**config.mk**
```make
export PLATFORM = sky130hd
export DESIGN_NAME = decode_operand_stage_flat
export DESIGN_NICKNAME = d
export VERILOG_FILES = /design/src/rtl/corg_pkg.sv /design/src/rtl/decode_operand_stage_if.sv /design/src/rtl/corg_scoreboard.sv /design/src/rtl/decode_operand_stage.sv /design/src/flat_wrapper.sv
export SDC_FILE = /design/constraint.sdc
export NUM_CORES = 1
export LEC_CHECK = 0
export CORE_ASPECT_RATIO = 1.25
export CORE_MARGIN = 5
export CORE_UTILIZATION = 40
export CTS_CLUSTER_SIZE = 16
export DETAILED_ROUTE_END_ITERATION = 16
export PLACE_DENSITY = 0.82
export SYNTH_ARGS = -nofsm -noshare
export SYNTH_HDL_FRONTEND = slang
export SYNTH_SLANG_ARGS = --single-unit
export TNS_END_PERCENT = 50
```
**constraint.sdc**
```tcl
create_clock -name clk -period 3.4 [get_ports clk]
set_input_delay 1.02 -clock clk [delete_from_list [all_inputs] [get_ports clk]]
set_output_delay 1.02 -clock clk [all_outputs]
set_load 0.01 [all_outputs]
```
**src/rtl/corg_pkg.sv**
```systemverilog
// Shared constants, instruction field slices and opcode-class decode for the CORG pipeline.
package corg_pkg;

  localparam int unsigned DATA_W     = 16;
  localparam int unsigned REG_ADDR_W = 3;
  localparam int unsigned INSTR_W    = 16;
  localparam int unsigned NUM_REGS   = 1 << REG_ADDR_W;
  localparam int unsigned OPCODE_W   = 4;
  localparam int unsigned IMM_W      = 6;

  localparam logic [OPCODE_W-1:0] OP_R_LAST = 4'h7;
  localparam logic [OPCODE_W-1:0] OP_I_LAST = 4'hB;
  localparam logic [OPCODE_W-1:0] OP_STORE  = 4'hC;
  localparam logic [OPCODE_W-1:0] OP_BRANCH = 4'hD;
  localparam logic [OPCODE_W-1:0] OP_JUMP   = 4'hE;
  localparam logic [OPCODE_W-1:0] OP_NOP    = 4'hF;

  typedef enum logic [2:0] {
    ClsR,
    ClsI,
    ClsStore,
    ClsBranch,
    ClsJump,
    ClsNop
  } op_kind_e;

  typedef struct packed {
    logic uses_rs1;
    logic uses_rs2;
    logic writes_rd;
  } op_class_t;

  // Contents of the ID/EX pipeline register.
  typedef struct packed {
    logic [OPCODE_W-1:0]   opcode;
    logic [REG_ADDR_W-1:0] rd;
    logic                  writes_rd;
    logic [DATA_W-1:0]     op_a;
    logic [DATA_W-1:0]     op_b;
    logic [DATA_W-1:0]     imm;
  } idex_t;

  function automatic logic [OPCODE_W-1:0] instr_op(input logic [INSTR_W-1:0] instr);
    return instr[15:12];
  endfunction

  function automatic logic [REG_ADDR_W-1:0] instr_rd(input logic [INSTR_W-1:0] instr);
    return instr[11:9];
  endfunction

  function automatic logic [REG_ADDR_W-1:0] instr_rs1(input logic [INSTR_W-1:0] instr);
    return instr[8:6];
  endfunction

  function automatic logic [REG_ADDR_W-1:0] instr_rs2(input logic [INSTR_W-1:0] instr);
    return instr[5:3];
  endfunction

  function automatic logic [DATA_W-1:0] instr_imm(input logic [INSTR_W-1:0] instr);
    return {{(DATA_W - IMM_W){instr[5]}}, instr[5:0]};
  endfunction

  function automatic op_kind_e op_kind(input logic [OPCODE_W-1:0] op);
    if (op <= OP_R_LAST) begin
      return ClsR;
    end else if (op <= OP_I_LAST) begin
      return ClsI;
    end else if (op == OP_STORE) begin
      return ClsStore;
    end else if (op == OP_BRANCH) begin
      return ClsBranch;
    end else if (op == OP_JUMP) begin
      return ClsJump;
    end
    return ClsNop;
  endfunction

  function automatic op_class_t decode_class(input logic [OPCODE_W-1:0] op);
    op_class_t cls;
    cls = '0;
    unique case (op_kind(op))
      ClsR:      cls = '{uses_rs1: 1'b1, uses_rs2: 1'b1, writes_rd: 1'b1};
      ClsI:      cls = '{uses_rs1: 1'b1, uses_rs2: 1'b0, writes_rd: 1'b1};
      ClsStore:  cls = '{uses_rs1: 1'b1, uses_rs2: 1'b1, writes_rd: 1'b0};
      ClsBranch: cls = '{uses_rs1: 1'b1, uses_rs2: 1'b1, writes_rd: 1'b0};
      ClsJump:   cls = '0;
      ClsNop:    cls = '0;
      default:   cls = '0;
    endcase
    return cls;
  endfunction

endpackage

```
**src/rtl/decode_operand_stage_if.sv**
```systemverilog
// Fetch-to-ID handshake plus the ID/EX register outputs towards execute.
// master: the decode stage; slave: the surrounding fetch/execute logic.
interface decode_operand_stage_if;
  import corg_pkg::*;

  logic                  in_valid;
  logic                  in_ready;
  logic [INSTR_W-1:0]    in_instr;

  logic                  out_valid;
  logic                  out_ready;
  logic [OPCODE_W-1:0]   out_opcode;
  logic [REG_ADDR_W-1:0] out_rd;
  logic                  out_writes_rd;
  logic [DATA_W-1:0]     out_op_a;
  logic [DATA_W-1:0]     out_op_b;
  logic [DATA_W-1:0]     out_imm;

  modport master (
    input  in_valid,
    output in_ready,
    input  in_instr,
    output out_valid,
    input  out_ready,
    output out_opcode,
    output out_rd,
    output out_writes_rd,
    output out_op_a,
    output out_op_b,
    output out_imm
  );

  modport slave (
    output in_valid,
    input  in_ready,
    output in_instr,
    input  out_valid,
    output out_ready,
    input  out_opcode,
    input  out_rd,
    input  out_writes_rd,
    input  out_op_a,
    input  out_op_b,
    input  out_imm
  );

endinterface

```
**src/rtl/corg_scoreboard.sv**
```systemverilog
// Per-register pending-write vector. A set and a clear of the same register on one edge
// leaves it pending, since the new writer is younger than the retiring one.
module corg_scoreboard
  import corg_pkg::*;
(
  input  logic                  clk,
  input  logic                  rst,
  input  logic                  set_en,
  input  logic [REG_ADDR_W-1:0] set_idx,
  input  logic                  clr_en,
  input  logic [REG_ADDR_W-1:0] clr_idx,
  output logic [NUM_REGS-1:0]   pending
);

  logic [NUM_REGS-1:0] pending_q;
  logic [NUM_REGS-1:0] pending_d;

  always_comb begin
    pending_d = pending_q;
    if (clr_en) begin
      pending_d[clr_idx] = 1'b0;
    end
    if (set_en) begin
      pending_d[set_idx] = 1'b1;
    end
  end

  always_ff @(posedge clk) begin
    if (rst) begin
      pending_q <= '0;
    end else begin
      pending_q <= pending_d;
    end
  end

  assign pending = pending_q;

endmodule

```
**src/rtl/decode_operand_stage.sv**
```systemverilog
// CORG ID stage: decodes the instruction, reads operands, stalls on RAW hazards and fills ID/EX.
// Optional build macro DECODE_FORWARDING_EN bypasses same-cycle writeback data into operands.
module decode_operand_stage
  import corg_pkg::*;
(
  input  logic                          clk,
  input  logic                          rst,
  decode_operand_stage_if.master        bus,
  output logic [REG_ADDR_W-1:0]         rf_read_address_1,
  output logic [REG_ADDR_W-1:0]         rf_read_address_2,
  input  logic [DATA_W-1:0]             rf_read_data_1,
  input  logic [DATA_W-1:0]             rf_read_data_2,
  input  logic                          wb_en,
  input  logic [REG_ADDR_W-1:0]         wb_dest,
  input  logic [DATA_W-1:0]             wb_data,
  input  logic                          flush,
  output logic                          hazard_stall
);

  logic [OPCODE_W-1:0]   op;
  logic [REG_ADDR_W-1:0] rs1;
  logic [REG_ADDR_W-1:0] rs2;
  op_class_t             cls;

  logic [NUM_REGS-1:0]   pending;
  logic                  fwd_1;
  logic                  fwd_2;
  logic                  idex_hit_1;
  logic                  idex_hit_2;
  logic                  haz_1;
  logic                  haz_2;
  logic                  hazard;
  logic                  in_ready;
  logic                  accept;
  logic                  out_fire;

  logic                  valid_q;
  logic                  valid_d;
  idex_t                 idex_q;
  idex_t                 idex_d;

  assign op  = instr_op(bus.in_instr);
  assign rs1 = instr_rs1(bus.in_instr);
  assign rs2 = instr_rs2(bus.in_instr);
  assign cls = decode_class(op);

  assign rf_read_address_1 = rs1;
  assign rf_read_address_2 = rs2;

`ifdef DECODE_FORWARDING_EN
  assign fwd_1 = wb_en && (wb_dest == rs1) && pending[rs1];
  assign fwd_2 = wb_en && (wb_dest == rs2) && pending[rs2];
`else
  assign fwd_1 = 1'b0;
  assign fwd_2 = 1'b0;
`endif

  // The instruction sitting in ID/EX has not yet set its scoreboard bit.
  assign idex_hit_1 = valid_q && idex_q.writes_rd && (idex_q.rd == rs1);
  assign idex_hit_2 = valid_q && idex_q.writes_rd && (idex_q.rd == rs2);

  assign haz_1  = cls.uses_rs1 && ((pending[rs1] && !fwd_1) || idex_hit_1);
  assign haz_2  = cls.uses_rs2 && ((pending[rs2] && !fwd_2) || idex_hit_2);
  assign hazard = haz_1 || haz_2;

  assign in_ready     = !rst && !flush && !hazard && (!valid_q || bus.out_ready);
  assign accept       = bus.in_valid && in_ready;
  assign out_fire     = valid_q && bus.out_ready;
  assign hazard_stall = !rst && bus.in_valid && hazard;

  always_comb begin
    idex_d  = idex_q;
    valid_d = valid_q;
    if (flush) begin
      valid_d = 1'b0;
    end else if (accept) begin
      valid_d          = 1'b1;
      idex_d.opcode    = op;
      idex_d.rd        = instr_rd(bus.in_instr);
      idex_d.writes_rd = cls.writes_rd;
      idex_d.op_a      = fwd_1 ? wb_data : rf_read_data_1;
      idex_d.op_b      = fwd_2 ? wb_data : rf_read_data_2;
      idex_d.imm       = instr_imm(bus.in_instr);
    end else if (out_fire) begin
      valid_d = 1'b0;
    end
  end

  always_ff @(posedge clk) begin
    if (rst) begin
      valid_q <= 1'b0;
      idex_q  <= '0;
    end else begin
      valid_q <= valid_d;
      idex_q  <= idex_d;
    end
  end

  corg_scoreboard u_scoreboard (
    .clk     (clk),
    .rst     (rst),
    .set_en  (out_fire && idex_q.writes_rd),
    .set_idx (idex_q.rd),
    .clr_en  (wb_en),
    .clr_idx (wb_dest),
    .pending (pending)
  );

  assign bus.in_ready      = in_ready;
  assign bus.out_valid     = valid_q;
  assign bus.out_opcode    = idex_q.opcode;
  assign bus.out_rd        = idex_q.rd;
  assign bus.out_writes_rd = idex_q.writes_rd;
  assign bus.out_op_a      = idex_q.op_a;
  assign bus.out_op_b      = idex_q.op_b;
  assign bus.out_imm       = idex_q.imm;

endmodule
```
**src/flat_wrapper.sv**
```systemverilog
// flat-port wrapper written by rule: the top's interface ports become plain ports
module decode_operand_stage_flat import corg_pkg::*;
  (clk, rst, rf_read_address_1, rf_read_address_2, rf_read_data_1, rf_read_data_2, wb_en, wb_dest, wb_data, flush, hazard_stall, bus_in_valid, bus_in_ready, bus_in_instr, bus_out_valid, bus_out_ready, bus_out_opcode, bus_out_rd, bus_out_writes_rd, bus_out_op_a, bus_out_op_b, bus_out_imm);
  decode_operand_stage_if bus_i ();
  input  logic clk;
  input  logic rst;
  output logic [REG_ADDR_W-1:0] rf_read_address_1;
  output logic [REG_ADDR_W-1:0] rf_read_address_2;
  input  logic [DATA_W-1:0] rf_read_data_1;
  input  logic [DATA_W-1:0] rf_read_data_2;
  input  logic wb_en;
  input  logic [REG_ADDR_W-1:0] wb_dest;
  input  logic [DATA_W-1:0] wb_data;
  input  logic flush;
  output logic hazard_stall;
  input wire logic [$bits(bus_i.in_valid)-1:0] bus_in_valid;
  output wire logic [$bits(bus_i.in_ready)-1:0] bus_in_ready;
  input wire logic [$bits(bus_i.in_instr)-1:0] bus_in_instr;
  output wire logic [$bits(bus_i.out_valid)-1:0] bus_out_valid;
  input wire logic [$bits(bus_i.out_ready)-1:0] bus_out_ready;
  output wire logic [$bits(bus_i.out_opcode)-1:0] bus_out_opcode;
  output wire logic [$bits(bus_i.out_rd)-1:0] bus_out_rd;
  output wire logic [$bits(bus_i.out_writes_rd)-1:0] bus_out_writes_rd;
  output wire logic [$bits(bus_i.out_op_a)-1:0] bus_out_op_a;
  output wire logic [$bits(bus_i.out_op_b)-1:0] bus_out_op_b;
  output wire logic [$bits(bus_i.out_imm)-1:0] bus_out_imm;
  assign bus_i.in_valid = bus_in_valid;
  assign bus_in_ready = bus_i.in_ready;
  assign bus_i.in_instr = bus_in_instr;
  assign bus_out_valid = bus_i.out_valid;
  assign bus_i.out_ready = bus_out_ready;
  assign bus_out_opcode = bus_i.out_opcode;
  assign bus_out_rd = bus_i.out_rd;
  assign bus_out_writes_rd = bus_i.out_writes_rd;
  assign bus_out_op_a = bus_i.out_op_a;
  assign bus_out_op_b = bus_i.out_op_b;
  assign bus_out_imm = bus_i.out_imm;
  decode_operand_stage u_core (.clk(clk), .rst(rst), .bus(bus_i), .rf_read_address_1(rf_read_address_1), .rf_read_address_2(rf_read_address_2), .rf_read_data_1(rf_read_data_1), .rf_read_data_2(rf_read_data_2), .wb_en(wb_en), .wb_dest(wb_dest), .wb_data(wb_data), .flush(flush), .hazard_stall(hazard_stall));
endmodule
```
==> out/results.ini <==
[synth]
netlist-cell-type-count = 28
synth-compound-area-share_pct = 3.19
syn-cell-area_um2 = 2740
synth_simple_gate_area_share_pct = 19.2
yosysSeqAreaShare_pct = 40.1
synth_adder_area_share_pct = 0
synthCells = 250
synth_xor_area_share_pct = 1.92
synth_top_family_by_area = multiplexers
synthArstFlopShare_pct = 0
yosys_warnings = 0
synth_ff_type = dfxtp_1
muxShareOfSynthArea_pct = 26.6
ys_ff_latch = 55
synth_area_per_cell_um2 = 11.0
synth_edf_count = 0
syn_nets = 323

[timing]
fin_skew_ns = 0.0137
min_period_ns = 3.40
hold_violations = 0
rsz0062_at_grt = true
slew_viol_final = 0
hold_ws_ns = 0.524
clock.fmax_ghz = 0.294
worst_pin_slew_ns = 0.402
max_slew_margin_pct = 73.1
finalCritPeriodShare_pct = 100
setup_viol = 0

[worst_setup_path]
cp_slowest_stage_delay_ns = 0.47
path_class = in -> out
crit_arrival_ns = 2.38
crit_family = multiplexers
crit_path_frequent_cell = buf_2
cp-end-kind = output pin
cp-start-kind = primary input
worstPathRequired_ns = 2.38
critPathSlowestCell = mux4_2
crit_chain = buf_2 -> mux2i_1 -> mux4_2 -> a22o_1 -> nand3_2 -> and3b_1 -> buf_2
crit_fanout = 5
path_buf_inv = 2

[layout]
area_growth_pct = 47.9
antenna_cells = 0
layout-drive-gt1-share_pct = 21.9
fin_area_um2 = 4060
final_nets = 438
utilization_pct = 61.4

[run_status]
status = finished, final reports clean

[detailed_routing]
drtAntennaViolNets = 0
routed_wl_um = 6710
drt-vias-per-instance = 4.73
drtPass1Iterations = 4
drcViolationCount = 0
post_drt_wl_per_cell_um = 14.8
first_iter_violations = 60
vias = 2142

[clocking]
cts_tree = built
clkSinkCount = 55
htree_levels = 2
clkTransAtPathRegs_ns = 0.10
clock_latency_ns = 0.32
cts-buffers-inserted = 5
cts-hold-fix-buffers = 0
cts_buffer_depth = 2
cts-root-buf = clkbuf_8

[pwr]
power.leakage_nw = 1.71
ir_worst_vdd_uv = 218
p_per_area_nw_per_um2 = 334

[job]
drv_cap = 0

[placement]
routabilityCongestion = 0.850
io_buffers = 121
hpwl_um = 5210
dpl_cell_area_um2 = 3970

[worst_hold_path]
hp-class = reg -> reg

[global_route]
grt_max_degree = 30
overflow = 0
grt_pass1_vias = 2186
track_usage_pct = 14.8
grt_first_pass_wirelength_um = 10400
grt_antenna_before_repair = 0

[floorplan]
num_io_pins = 138
die_height_um = 103
core-area_um2 = 6610
die-area_um2 = 8620
fp.dieW_um = 84.1
rows = 33
start_util_pct = 41.5

[power by group]
group	total [mW]	leakage, nW	internal [mW]	switching (mW)
combinational	0.289	1.21	0.190	0.0989
sequential	0.692	0.448	0.673	0.0188
clock	0.374	0.0489	0.150	0.224
[kinds of logic after synthesis]
kind of cell | count (synthesis)
xor+xnor | 6
flops | 55
simple gates | 92
mux | 55
buf+inv | 31
compound gates | 11
[synthesized netlist by cell type (3+ instances only)]
| master | instances | area share, % |
|---|---|---|
| nor2b_1 | 51 | 12 |
| nand3_1 | 7 | 1.3 |
| a22oi_1 | 6 | 1.6 |
| clkbuf_1 | 8 | 1.1 |
| mux2_2 | 18 | 7.4 |
| nor2_1 | 15 | 2.1 |
| mux2i_1 | 7 | 2.6 |
| mux2_4 | 29 | 16 |
| nand2_1 | 7 | 0.96 |
| nand4_1 | 4 | 0.91 |
| xnor2_1 | 4 | 1.3 |
| dfxtp_1 | 55 | 40 |
| buf_4 | 17 | 4.7 |
| buf_12 | 3 | 2.2 |
[per-layer routing]
metal  routed length (µm)  track usage (%)  vias to the layer above
li1                     -                -                     1055
met1                 2710             16.5                     1007
met2                 3410             27.0                       75
met3                  545             4.96                        5
met4                   46             4.08                        0
met5                    0                0                        -
[area by class of cell]
| class | instances | area, µm² |
|---|---|---|
| fillers | 598 | 2550 |
| multi-input cells | 164 | 1410 |
| repair buffers | 139 | 1350 |
| flip-flops and latches | 55 | 1100 |
| well taps | 87 | 109 |
| clock buffers | 5 | 68.8 |
| clock inverters | 3 | 22.5 |
[flip-flops by register name, summed over array words and instances (netlist names)]
| name | cells |
|---|---|
| u_core.bus.out_writes_rd | 1 |
| u_core.bus.out_valid | 1 |
| u_core.bus.out_opcode | 4 |
| u_core.bus.out_op_b | 16 |
| u_core.bus.out_op_a | 16 |
| u_core.u_scoreboard.pending | 8 |
| u_core.bus.out_rd | 3 |
| u_core.bus.out_imm | 6 |
[metrics by stage]
step / TNS [ns] / std cells / worst slack, ns / power [mW]
2_1_floorplan: 0 / 250 / 0.154 / 0.840
3_3_place_gp: -1.63 / 443 / -0.874 / 0.994
3_5_place_dp: -2.32 / 443 / -0.913 / 1.00
4_1_cts: 0 / 452 / 0.00344 / 1.38
5_1_grt: -0.0511 / 453 / -0.0511 / 1.42
6_report: 0 / 453 / 0.00134 / 1.35
[worst paths after layout]
check / end / depth (start not counted) / slack (ns) / start
hold / removal: u_core.u_scoreboard.pending[7] / 2 / 0.52 / u_core.u_scoreboard.pending[7]
hold reg to reg: u_core.u_scoreboard.pending[7] / 2 / 0.52 / u_core.u_scoreboard.pending[7]
setup reg to reg: u_core.bus.out_op_a[11] / 7 / 1.29 / u_core.u_scoreboard.pending[3]
setup / recovery: hazard_stall / 7 / 0.001 / bus_in_instr[4]
[what timing repair did]
| action | in CTS | in global routing |
|---|---|---|
| setup buffers | 1 | 1 |
| endpoints found under the setup margin | 2 | 2 |
| resized for setup | 17 | 1 |
| pin swaps | 2 | 1 |
[placed cells by master, fill, tap and decap left out, drive strengths merged]
| cell | netlist | layout |
|---|---|---|
| mux2i | 7 | 7 |
| xnor2 | 4 | 4 |
| mux4 | 1 | 1 |
| inv | 0 | 2 |
| nand4 | 4 | 4 |
| a2bb2oi | 1 | 1 |
| buf | 23 | 21 |
| clkinv | 0 | 1 |
| nand2 | 7 | 7 |
| a21boi | 1 | 1 |
| mux2 | 47 | 47 |
| nand3 | 7 | 7 |
| and2 | 1 | 1 |
| dfxtp | 55 | 55 |
| a22oi | 6 | 6 |
| clkdlybuf4s50 | 0 | 112 |
| dlygate4sd2 | 0 | 4 |
| nor2b | 51 | 51 |
| nand3b | 2 | 2 |
| nor2 | 15 | 15 |
| nand4b | 1 | 1 |
| clkbuf | 8 | 6 |
| and3 | 1 | 1 |
| a32oi | 2 | 2 |
| a22o | 1 | 1 |
| clkdlybuf4s15 | 0 | 1 |
| xor2 | 2 | 2 |
| nand2b | 2 | 2 |
| and3b | 1 | 1 |
[worst reg2reg max path, stage by stage (launching register included)]
cell and delay (ns):
dfxtp_1 0.39, mux2i_1 0.08, mux4_2 0.46, a22o_1 0.25
buf_4 0.15, nand4b_4 0.14, buf_12 0.19, mux2_2 0.34
(Power assumes the default switching activity.)
